==> config.mk <==
export PLATFORM = sky130hd
export DESIGN_NAME = if_id_ctrl
export DESIGN_NICKNAME = d
export VERILOG_FILES = /design/src/rtl/if_id_ctrl.sv
export SDC_FILE = /design/constraint.sdc
export NUM_CORES = 1
export LEC_CHECK = 0
export BUFFER_PORTS_ARGS = -buffer_cell sky130_fd_sc_hd__buf_2
export CAP_MARGIN = 20
export CORE_UTILIZATION = 54
export CTS_BUF_LIST = sky130_fd_sc_hd__clkbuf_4 sky130_fd_sc_hd__clkbuf_8
export DETAILED_ROUTE_END_ITERATION = 10
export PLACE_DENSITY = 0.84
export SLEW_MARGIN = 20
export SYNTH_ARGS = -nofsm -noshare
export SYNTH_HDL_FRONTEND = slang
export SYNTH_SLANG_ARGS = --single-unit
==> constraint.sdc <==
create_clock -name clk -period 2.5 [get_ports clk]
set_input_delay 0.25 -clock clk [delete_from_list [all_inputs] [get_ports clk]]
set_output_delay 0.25 -clock clk [all_outputs]
set_load 0.1 [all_outputs]
==> src/rtl/if_id_ctrl.sv <==
// Fetch-side controller: owns PC, the IF/ID pipeline register and I-cache miss/redirect tracking.
// One-cycle latency from fetch address to IF/ID; dcache_stall freezes everything, hazard_stall holds PC and IF/ID.
module if_id_ctrl (
    input  logic        clk,
    input  logic        rst,
    input  logic        hazard_stall,
    input  logic        hazard_flush,
    input  logic        branch_flag,
    input  logic [31:0] branch_target,
    input  logic        dcache_stall,
    input  logic        icache_stall,
    input  logic [31:0] ICACHE_rdata,
    output logic        ICACHE_ren,
    output logic [29:0] ICACHE_addr,
    output logic [31:0] IF_ID_pc,
    output logic [31:0] IF_ID_inst,
    output logic        IF_ID_valid,
    output logic [15:0] bubble_cnt
);

    localparam logic [31:0] NOP = 32'h0000_0013;

    localparam logic [1:0] RUN        = 2'd0;
    localparam logic [1:0] MISS       = 2'd1;
    localparam logic [1:0] MISS_REDIR = 2'd2;

    logic [1:0]  state_q, state_d;
    logic [31:0] pc_q, pc_d;
    logic [31:0] pend_q, pend_d;
    logic [31:0] ifid_pc_q, ifid_pc_d;
    logic [31:0] ifid_inst_q, ifid_inst_d;
    logic        ifid_vld_q, ifid_vld_d;
    logic [15:0] bub_q, bub_d;
    logic        bubble;
    logic [31:0] tgt;

    assign tgt         = {branch_target[31:2], 2'b00};
    assign ICACHE_ren  = ~rst;
    assign ICACHE_addr = pc_q[31:2];
    assign IF_ID_pc    = ifid_pc_q;
    assign IF_ID_inst  = ifid_inst_q;
    assign IF_ID_valid = ifid_vld_q;
    assign bubble_cnt  = bub_q;

    always_comb begin
        state_d     = state_q;
        pc_d        = pc_q;
        pend_d      = pend_q;
        ifid_pc_d   = ifid_pc_q;
        ifid_inst_d = ifid_inst_q;
        ifid_vld_d  = ifid_vld_q;
        bubble      = 1'b0;

        if (dcache_stall) begin
            // full freeze; upstream re-presents any branch once the cache releases
        end else if (branch_flag) begin
            bubble = 1'b1;
            if (icache_stall) begin
                pend_d  = tgt;
                state_d = MISS_REDIR;
            end else begin
                if (state_q == MISS_REDIR) begin
                    pend_d = tgt;
                end
                pc_d    = tgt;
                state_d = RUN;
            end
        end else if (icache_stall) begin
            if (state_q == RUN) begin
                state_d = MISS;
            end
            bubble = ~hazard_stall;
        end else if (state_q == MISS_REDIR) begin
            // the returning miss data belongs to the abandoned path
            pc_d    = pend_q;
            bubble  = 1'b1;
            state_d = RUN;
        end else begin
            state_d = RUN;
            if (hazard_stall) begin
                pc_d = pc_q;
            end else if (hazard_flush) begin
                pc_d   = pc_q + 32'd4;
                bubble = 1'b1;
            end else begin
                pc_d        = pc_q + 32'd4;
                ifid_pc_d   = pc_q;
                ifid_inst_d = ICACHE_rdata;
                ifid_vld_d  = 1'b1;
            end
        end

        if (bubble) begin
            ifid_inst_d = NOP;
            ifid_vld_d  = 1'b0;
        end
        bub_d = (bubble && (bub_q != 16'hFFFF)) ? bub_q + 16'd1 : bub_q;
    end

    always_ff @(posedge clk) begin
        if (rst) begin
            state_q     <= RUN;
            pc_q        <= 32'd0;
            pend_q      <= 32'd0;
            ifid_pc_q   <= 32'd0;
            ifid_inst_q <= NOP;
            ifid_vld_q  <= 1'b0;
            bub_q       <= 16'd0;
        end else begin
            state_q     <= state_d;
            pc_q        <= pc_d;
            pend_q      <= pend_d;
            ifid_pc_q   <= ifid_pc_d;
            ifid_inst_q <= ifid_inst_d;
            ifid_vld_q  <= ifid_vld_d;
            bub_q       <= bub_d;
        end
    end

endmodule

==> results of run 1 <==
per-layer routing:
| layer | up-vias | global-route usage |
|---|---|---|
| li1 | 3255 | - |
| met1 | 3040 | 0.420 |
| met2 | 369 | 0.460 |
| met3 | 44 | 0.0760 |
| met4 | 0 | 0.128 |
| met5 | - | 0 |
metrics by stage:
stage	instances	area, sq um	hold slack, ps	setup slack (ps)
after floorplan	851	6460	373	10.8
after global placement	1129	7500	438	384
after detailed placement	1129	7500	442	361
after CTS	1164	7980	3.74	345
after global routing	1164	7980	19.3	263
final	1164	7980	30.5	323
worst reg2reg max path: cells and delay by family, from the launching register on:
kind,cells,cell delay (ps)
and+or+nand+nor,4,1560
DFF,1,390
AOI/OAI and AO/OA,1,160
flip-flops by register name, summed over array words and instances (netlist names):
signal	cells
IF_ID_inst	32
IF_ID_valid	1
pc_q	30
state_q	2
IF_ID_pc	30
bubble_cnt	16
pend_q	30
worst max path at each step:
stage | from | to | cells past startpoint
final | pc_q[14]$_SDFFE_PP0P_ | pc_q[31]$_SDFFE_PP0P_ | 5
after global routing | pc_q[14]$_SDFFE_PP0P_ | pc_q[31]$_SDFFE_PP0P_ | 5
after CTS | pc_q[14]$_SDFFE_PP0P_ | pc_q[31]$_SDFFE_PP0P_ | 5
after detailed placement | pc_q[14]$_SDFFE_PP0P_ | pc_q[31]$_SDFFE_PP0P_ | 5
after global placement | pc_q[17]$_SDFFE_PP0P_ | pc_q[31]$_SDFFE_PP0P_ | 5
after floorplan | pc_q[26]$_SDFFE_PP0P_ | pc_q[31]$_SDFFE_PP0P_ | 5
cell usage after synthesis (6+ instances only):
master and count:
o31ai_1 6, xor2_1 6, nor2_1 53, a211oi_1 18, xnor2_1 13, dfxtp_1 141
nand3_1 23, nor3_1 20, o21ai_0 26, clkbuf_1 55, and3_1 6, inv_1 6
and4_1 6, a21oi_1 121, and2_1 8, nand2_1 238, nand4_1 14, a31oi_1 10
repair_timing:
item,4_1_cts,5_1_grt
hold buffers,3,0
setup buffers,0,0
hold endpoints to repair,3,0
cells by family after synthesis:
kind of cell | count (synthesis) | share of synthesized area
compound gates | 220 | 0.207
mux | 2 | 0.00333
fa+ha+maj | 2 | 0.00392
flops | 141 | 0.442
xor+xnor | 19 | 0.0261
other cells | 1 | 0.000588
buf+inv | 71 | 0.0435
simple gates | 394 | 0.273
final cells by class:
type / count / area, sq um / area share
Tap cell: 143 / 179 / 0.0224
Inverter: 6 / 22.5 / 0.00282
Clock buffer: 22 / 297 / 0.0371
Multi-Input combinational cell: 639 / 3300 / 0.413
Clock inverter: 10 / 159 / 0.0199
Timing Repair Buffer: 203 / 1130 / 0.141
Sequential cell: 141 / 2900 / 0.363
report_power, final:
part | internal [uW] | switching [uW]
logic | 179 | 532
registers | 2290 | 65.4
clock network | 1200 | 882
total | 3670 | 1480
==> run metrics, run 1 <==
status=completed; post-synthesis instance area=6380 sq um; Worst EP arrival=2560 ps; depth of the worst hold-timing path=3; worst vdd ir=0.471 mV; max-cap violations=0; total clock buffers created by CTS=17; met1 wire length=8080 um; main area contributors after synthesis=dfxtp_1 (44%), nand2_1 (14%), a21oi_1 (9.5%); slew of the pin with the lowest slew margin=633 ps; distinct cell type count after synthesis=61; number of antenna violations at the first check in global routing=0; worst hold endpoint=IF_ID_inst[6]$_SDFFE_PP0P_; count of unresolved DRC violations after routing=0; slack of the worst reg-to-reg path=320 ps; capture point of the worst reg-to-reg path=pc_q[31]$_SDFFE_PP0P_; routed length on met2=8350 um; origin of the worst min-delay path=ICACHE_rdata[6]; Setup crit end kind=flop; Max stage delay cell, worst path=or4_1; most common library cell in the layout ignoring fill and taps=nand2_1; Final period util=0.871; y dimension of the die=111 um; number of sinks on the clock net=141; via count of the first global-routing pass=5805; half-perimeter wire length after placement=12400 um; Total GRT Usage=0.306; starting density of the core=0.556; Worst Path Max Fanout=6; setup repair after global routing missed its margin=no; crit-path max cell delay=550 ps; YS warnings=0; PortBufs=178; critical setup path kind=flop to flop; clock-pin slew on the worst setup and hold paths=70 ps; largest net degree at the start of global routing=104; worst-case clock buffer depth=2; net count reported at finish=1081; Worst setup SP type=flop; final number of setup-violating endpoints=0; post-synthesis sequential area ratio=0.442; Die ar.=12300 sq um; total number of vias=6708; most common cell type on the critical path=or4_1; number of synthesized flops with an enable pin=0; width of the die=111 um; number of vias per cell=5.76; placeable core area=11500 sq um; leakage power figure=0.00321 uW; path class of the lowest-slack min-delay path=primary input to flop; proportion of netlist area held by the largest area contributor=0.442; antenna viol nets, final=0; utilization after layout=0.696; buffers and inverters on the worst path=0; clock tree from TritonCTS=yes; pwr/cell area=646 nW/um^2; met3 wire length=1610 um; final setup TNS=0 ps; top sig layer=met4; number of antenna diodes=0; count of pins over their slew limit=0; CTS H-tree depth=4; I/O pin cnt=183; family with the most delay on the worst path=simple AND/OR/NAND/NOR gates; required arrival time at the worst endpoint=2880 ps; Fillers=968; post-synthesis register bit count=141; leading cell types in the layout, fill and taps excluded=nand2_1 (237), buf_2 (177), a21oi_1 (121); Mapped Cells=850; worst slew slack as a fraction of its limit=0.575; Overall Power=5150 uW; total overflow reported by the global router=0; share of post-route cells with drive strength above 1=0.270; Critical Path, Cell by Cell=nand2_2 > or4_1 > or3b_4 > or4_1 > a31oi_1; Clk Latency, worst-skew pair=460 ps; final period demand of the worst path=2180 ps; dominant register cell in the synthesized netlist=dfxtp_1; share of synthesized flip-flops with an asynchronous set or reset=0; first-pass GRT wire length=30100 um; global placement routability congestion=0.883; area leader, netlist=dfxtp_1; Iteration-0 DRC Markers=642; routed length per instance=15.9 um; WL final=18500 um; iteration count of the initial detailed-routing pass=5; area added between synthesis and finish=25.1%; hold violation total from the final report=0; buffer type at the clock tree root=clkbuf_8; Worst Clk Skew=10.4 ps; post-cts sizing count=0; reg-to-reg startpoint=pc_q[14]$_SDFFE_PP0P_; achievable clock frequency=0.459 GHz; path depth of the worst reg2reg path=5; post-synthesis area per instance=7.51 sq um; FP Rows=39
No activity file was read; power rests on OpenSTA's default activity.
==> run 2, diff against run 1 <==
--- a/config.mk
+++ b/config.mk
@@ -7,6 +7,7 @@
 export LEC_CHECK = 0
 export BUFFER_PORTS_ARGS = -buffer_cell sky130_fd_sc_hd__buf_2
 export CAP_MARGIN = 20
+export CORE_MARGIN = 3
 export CORE_UTILIZATION = 54
 export CTS_BUF_LIST = sky130_fd_sc_hd__clkbuf_4 sky130_fd_sc_hd__clkbuf_8
 export DETAILED_ROUTE_END_ITERATION = 10
==> run 2 against run 1 <==
Count of clock-buffer cells in the layout is 2 lower. Maximum frequency down 0.28%. Register-to-register slack hardly changed. Critical path depth is the same. Hold slack got worse by 13 ps. Die area is 7.4% higher. Critical path type unchanged. Flip-flop and latch count unchanged. Non-clock buffer count fell by 2. Largest cell class unchanged. Sequential share of layout area grew 0.29 points. Highest routed layer unchanged. Setup slack lost 6.0 ps. Wire length up 2.7%. Cell area fell by 0.80%.
==> run metrics, run 2 (synthesis gave the netlist of run 1 again) <==
status=completed; total number of vias=6707; slack of the worst reg-to-reg path=320 ps; most common cell type on the critical path=or4_1; final setup TNS=0 ps; final period demand of the worst path=2180 ps; worst slew slack as a fraction of its limit=0.507; antenna viol nets, final=0; most common library cell in the layout ignoring fill and taps=nand2_1; utilization after layout=0.691; largest net degree at the start of global routing=64; worst vdd ir=0.440 mV; pwr/cell area=631 nW/um^2; net count reported at finish=1079; total clock buffers created by CTS=17; leakage power figure=0.00318 uW; path class of the lowest-slack min-delay path=primary input to flop; setup bufs post-CTS=0; Worst Clk Skew=12.5 ps; Critical Path, Cell by Cell=nand2_2 > or4_1 > or3b_4 > or4_1 > a31oi_1; number of hold-repair buffers added at the cts stage=0; WL final=19000 um; max-cap violations=0; final number of setup-violating endpoints=0; part of the total power dissipated in the clock network=0.386; crit-path max cell delay=550 ps; number of vias per cell=5.78; post-placement cell count=1130; setup repair after global routing missed its margin=no; P_sw=1470 uW; count of pins over their slew limit=0; Total GRT Usage=0.279; internal power consumption=3530 uW; worst hold slack across all endpoints=17.0 ps; number of antenna violations at the first check in global routing=0; Max stage delay cell, worst path=or4_1; buffer type at the clock tree root=clkbuf_8; max FFs per register=32; I/O pin cnt=183; number of sinks on the clock net=141; Clk Latency, worst-skew pair=450 ps; PortBufs=178; first-pass GRT wire length=29500 um; via count of the first global-routing pass=5742; half-perimeter wire length after placement=13000 um; area of all placed cells without fillers=7920 sq um; Setup crit end kind=flop; global placement routability congestion=0.862; number of antenna diodes=0; clock tree from TritonCTS=yes; Seq pwr share=0.472; Cell Area, Placed=7500 sq um; Fillers=969; achievable clock frequency=0.458 GHz; combinational share of power=0.142; routed length per instance=16.4 um; CTS H-tree depth=4; Worst setup SP type=flop; y dimension of the die=115 um; total overflow reported by the global router=0; Die ar.=13200 sq um; placeable core area=11500 sq um; area added between synthesis and finish=24.1%; hold violation total from the final report=0; Iteration-0 DRC Markers=792; post-cts sizing count=0; required arrival time at the worst endpoint=2880 ps; final std cells w/o fill=1161; slew of the pin with the lowest slew margin=733 ps; worst-case clock buffer depth=2; FP Rows=39; critical setup path kind=flop to flop; Worst Path Max Fanout=6; share of post-route cells with drive strength above 1=0.271; Sw Share=0.294; iteration count of the initial detailed-routing pass=6; Worst EP arrival=2560 ps; clock-pin slew on the worst setup and hold paths=80 ps; leading cell types in the layout, fill and taps excluded=nand2_1 (237), buf_2 (177), a21oi_1 (121); count of unresolved DRC violations after routing=0; Final period util=0.873; width of the die=115 um; starting density of the core=0.556
-- run 2: final cells by class --
class	count	area, sq um	share of cell area
Timing Repair Buffer	201	1100	0.139
Inverter	6	22.5	0.00284
Sequential cell	141	2900	0.366
Multi-Input combinational cell	639	3300	0.417
Clock buffer	20	275	0.0348
Clock inverter	11	139	0.0175
Tap cell	143	179	0.0226
-- run 2: final timing paths --
| check | from | endpoint | depth (start not counted) |
|---|---|---|---|
| max | pc_q[14]$_SDFFE_PP0P_ | pc_q[31]$_SDFFE_PP0P_ | 5 |
| min | ICACHE_rdata[4] | IF_ID_inst[4]$_SDFFE_PP1P_ | 3 |
| max reg2reg | pc_q[14]$_SDFFE_PP0P_ | pc_q[31]$_SDFFE_PP0P_ | 5 |
| min reg2reg | IF_ID_pc[17]$_SDFFE_PP0P_ | IF_ID_pc[17]$_SDFFE_PP0P_ | 2 |
-- run 2: metrics by stage --
step | worst slack, ps | power (uW)
finish | 317 | 5000
global route | 223 | 5180
CTS | 326 | 5010
detailed placement | 360 | 3110
global placement | 382 | 3100
floorplan | 10.8 | 2910
-- run 2: power groups by stage --
stage / logic [uW] / clock network (uW) / registers [uW]
6_report: 711 / 1930 / 2360
5_1_grt: 754 / 2060 / 2360
4_1_cts: 705 / 1950 / 2350
3_5_place_dp: 700 / 0 / 2410
3_3_place_gp: 694 / 0 / 2400
2_1_floorplan: 276 / 0 / 2630
-- run 2: critical path: cells and delay by family, from the launching register on --
kind               cells  cell delay (ps)
DFF                    1              390
AOI/OAI and AO/OA      1              160
and+or+nand+nor        4             1560
-- run 2: routing by layer --
metal / share of wire / GRT usage / vias up
met5: 0 / 0 / -
met4: 0.025 / 0.109 / 0
met2: 0.44 / 0.414 / 352
met3: 0.11 / 0.0819 / 45
li1: - / - / 3257
met1: 0.43 / 0.385 / 3053
==> run 3, diff against run 2 <==
--- a/config.mk
+++ b/config.mk
@@ -8,10 +8,11 @@
 export BUFFER_PORTS_ARGS = -buffer_cell sky130_fd_sc_hd__buf_2
 export CAP_MARGIN = 20
 export CORE_MARGIN = 3
-export CORE_UTILIZATION = 54
+export CORE_UTILIZATION = 40
 export CTS_BUF_LIST = sky130_fd_sc_hd__clkbuf_4 sky130_fd_sc_hd__clkbuf_8
 export DETAILED_ROUTE_END_ITERATION = 10
-export PLACE_DENSITY = 0.84
+export PLACE_DENSITY = 0.65
+export RECOVER_POWER = 100
 export SLEW_MARGIN = 20
 export SYNTH_ARGS = -nofsm -noshare
 export SYNTH_HDL_FRONTEND = slang
==> run 3 against run 2 <==
Flip-flop and latch count did not move. Setup slack got worse by 100 ps. Critical path depth did not move. First-iteration DRC count fell by 39%. Sequential power barely moved. Highest routed layer unchanged. Largest cell class unchanged. Wire length rose by 3.3%. Sequential share of layout area fell by 0.076 points. Critical endpoint unchanged. Cell count rose by 6.6%. Hold slack improved by 19 ps. Via count fell by 2.7%.
==> run metrics, run 3 (synthesis gave the netlist of run 1 again) <==
post-placement cell count=1203; Worst EP arrival=2650 ps; routed length per instance=15.8 um; starting density of the core=0.414; pwr/cell area=650 nW/um^2; most common library cell in the layout ignoring fill and taps=nand2_1; worst-case clock buffer depth=2; final std cells w/o fill=1238; reg-to-reg startpoint=pc_q[2]$_SDFFE_PP0P_; WL final=19600 um; setup repair after global routing missed its margin=no; total clock buffers created by CTS=17; I/O pin cnt=183; Seq pwr share=0.457; combinational share of power=0.136; buffer type at the clock tree root=clkbuf_8; half-perimeter wire length after placement=13800 um; origin of the worst min-delay path=ICACHE_rdata[7]; Worst Clk Skew=6.94 ps; total area of sequential cells=2900 sq um; worst setup path start=pc_q[2]$_SDFFE_PP0P_; via count of the first global-routing pass=5770; final number of setup-violating endpoints=0; leakage power figure=0.00274 uW; count of pins over their slew limit=0; max FFs per register=32; Setup crit end kind=flop; number of vias per cell=5.27; placeable core area=15400 sq um; achievable clock frequency=0.438 GHz; buffers and inverters on the worst path=0; iteration count of the initial detailed-routing pass=5; share of post-route cells with drive strength above 1=0.160; family with the most delay on the worst path=simple AND/OR/NAND/NOR gates; post-cts sizing count=0; critical setup path kind=flop to flop; final setup TNS=0 ps; FP Rows=45; total number of vias=6524; Worst setup SP type=flop; leading cell types in the layout, fill and taps excluded=nand2_1 (238), a21oi_1 (121), dfxtp_1 (117); required arrival time at the worst endpoint=2870 ps; largest net degree at the start of global routing=58; Die ar.=17500 sq um; clock-pin slew on the worst setup and hold paths=80 ps; width of the die=132 um; part of the total power dissipated in the clock network=0.406; count of unresolved DRC violations after routing=0; antenna viol nets, final=0; final period demand of the worst path=2280 ps; hold violation total from the final report=0; crit-path max cell delay=520 ps; Sw Share=0.292; clock tree from TritonCTS=yes; Critical Path, Cell by Cell=nand2_1 > nor4_1 > or3b_4 > or4_1 > a31oi_1; Max stage delay cell, worst path=or4_1; total overflow reported by the global router=0; status=completed; path class of the lowest-slack min-delay path=primary input to flop; Iteration-0 DRC Markers=486; PortBufs=178; area used by multi-input combinational logic=3270 sq um; worst slew slack as a fraction of its limit=0.153; worst vdd ir=0.340 mV; number of antenna violations at the first check in global routing=0; internal power consumption=3650 uW; Final period util=0.913; Fillers=1659; P_sw=1510 uW; y dimension of the die=132 um; area added between synthesis and finish=24.2%; number of antenna diodes=0; first-pass GRT wire length=30900 um; Total GRT Usage=0.217; net count reported at finish=1087; global placement routability congestion=0.858; CTS H-tree depth=4; Clk Latency, worst-skew pair=450 ps; Cell Area, Placed=7630 sq um; Worst Path Max Fanout=7; slew of the pin with the lowest slew margin=1280 ps; number of sinks on the clock net=141; max-cap violations=0; area of all placed cells without fillers=7930 sq um
## run 3: metrics by stage
step | utilization | total power (uW) | hold WS [ps] | setup WS [ps]
after floorplan | - | 2910 | 373 | 10.8
after global placement | 0.494 | 3110 | 438 | 368
after detailed placement | 0.494 | 3120 | 443 | 337
after CTS | 0.526 | 5220 | 0.348 | 312
after global routing | 0.514 | 5370 | 6.89 | 117
final | 0.514 | 5160 | 36.2 | 217
## run 3: timing repair
action / CTS / global route
buffers inserted: 0 / 0
endpoints found under the hold margin: 3 / 0
hold buffers: 3 / 0
## run 3: cell type report
type / count / area share
Clock buffer: 17 / 0.0295
Clock inverter: 15 / 0.0275
Inverter: 6 / 0.00284
Multi-Input combinational cell: 639 / 0.413
Sequential cell: 141 / 0.365
Tap cell: 211 / 0.0333
Timing Repair Buffer: 209 / 0.129
## run 3: final timing paths
check,endpoint,slack [ps],depth (start not counted)
setup reg to reg,pc_q[31]$_SDFFE_PP0P_,220,5
setup / recovery,pc_q[31]$_SDFFE_PP0P_,220,5
hold / removal,IF_ID_inst[7]$_SDFFE_PP0P_,40,3
hold reg to reg,IF_ID_inst[18]$_SDFFE_PP0P_,450,2
## run 3: worst reg2reg max path, cell delays in order, from the launching register on
cell     delay [ps]
dfxtp_1         470
nand2_1         170
nor4_1          430
or3b_4          460
or4_1           520
a31oi_1         170
## run 3: layer usage
layer,wire (um),share of wire,track usage,up-vias
met4,380,0.019,0.0762,0
met5,0,0,0,-
met3,1410,0.072,0.0553,25
met2,8340,0.43,0.314,260
met1,9490,0.48,0.314,2962
li1,-,-,-,3277
## run 3: power by group through the flow
stage	registers, uW	logic [uW]	clock network, uW
3_5_place_dp	2410	711	0
4_1_cts	2350	716	2150
6_report	2360	703	2100
2_1_floorplan	2630	276	0
5_1_grt	2370	754	2250
3_3_place_gp	2400	709	0
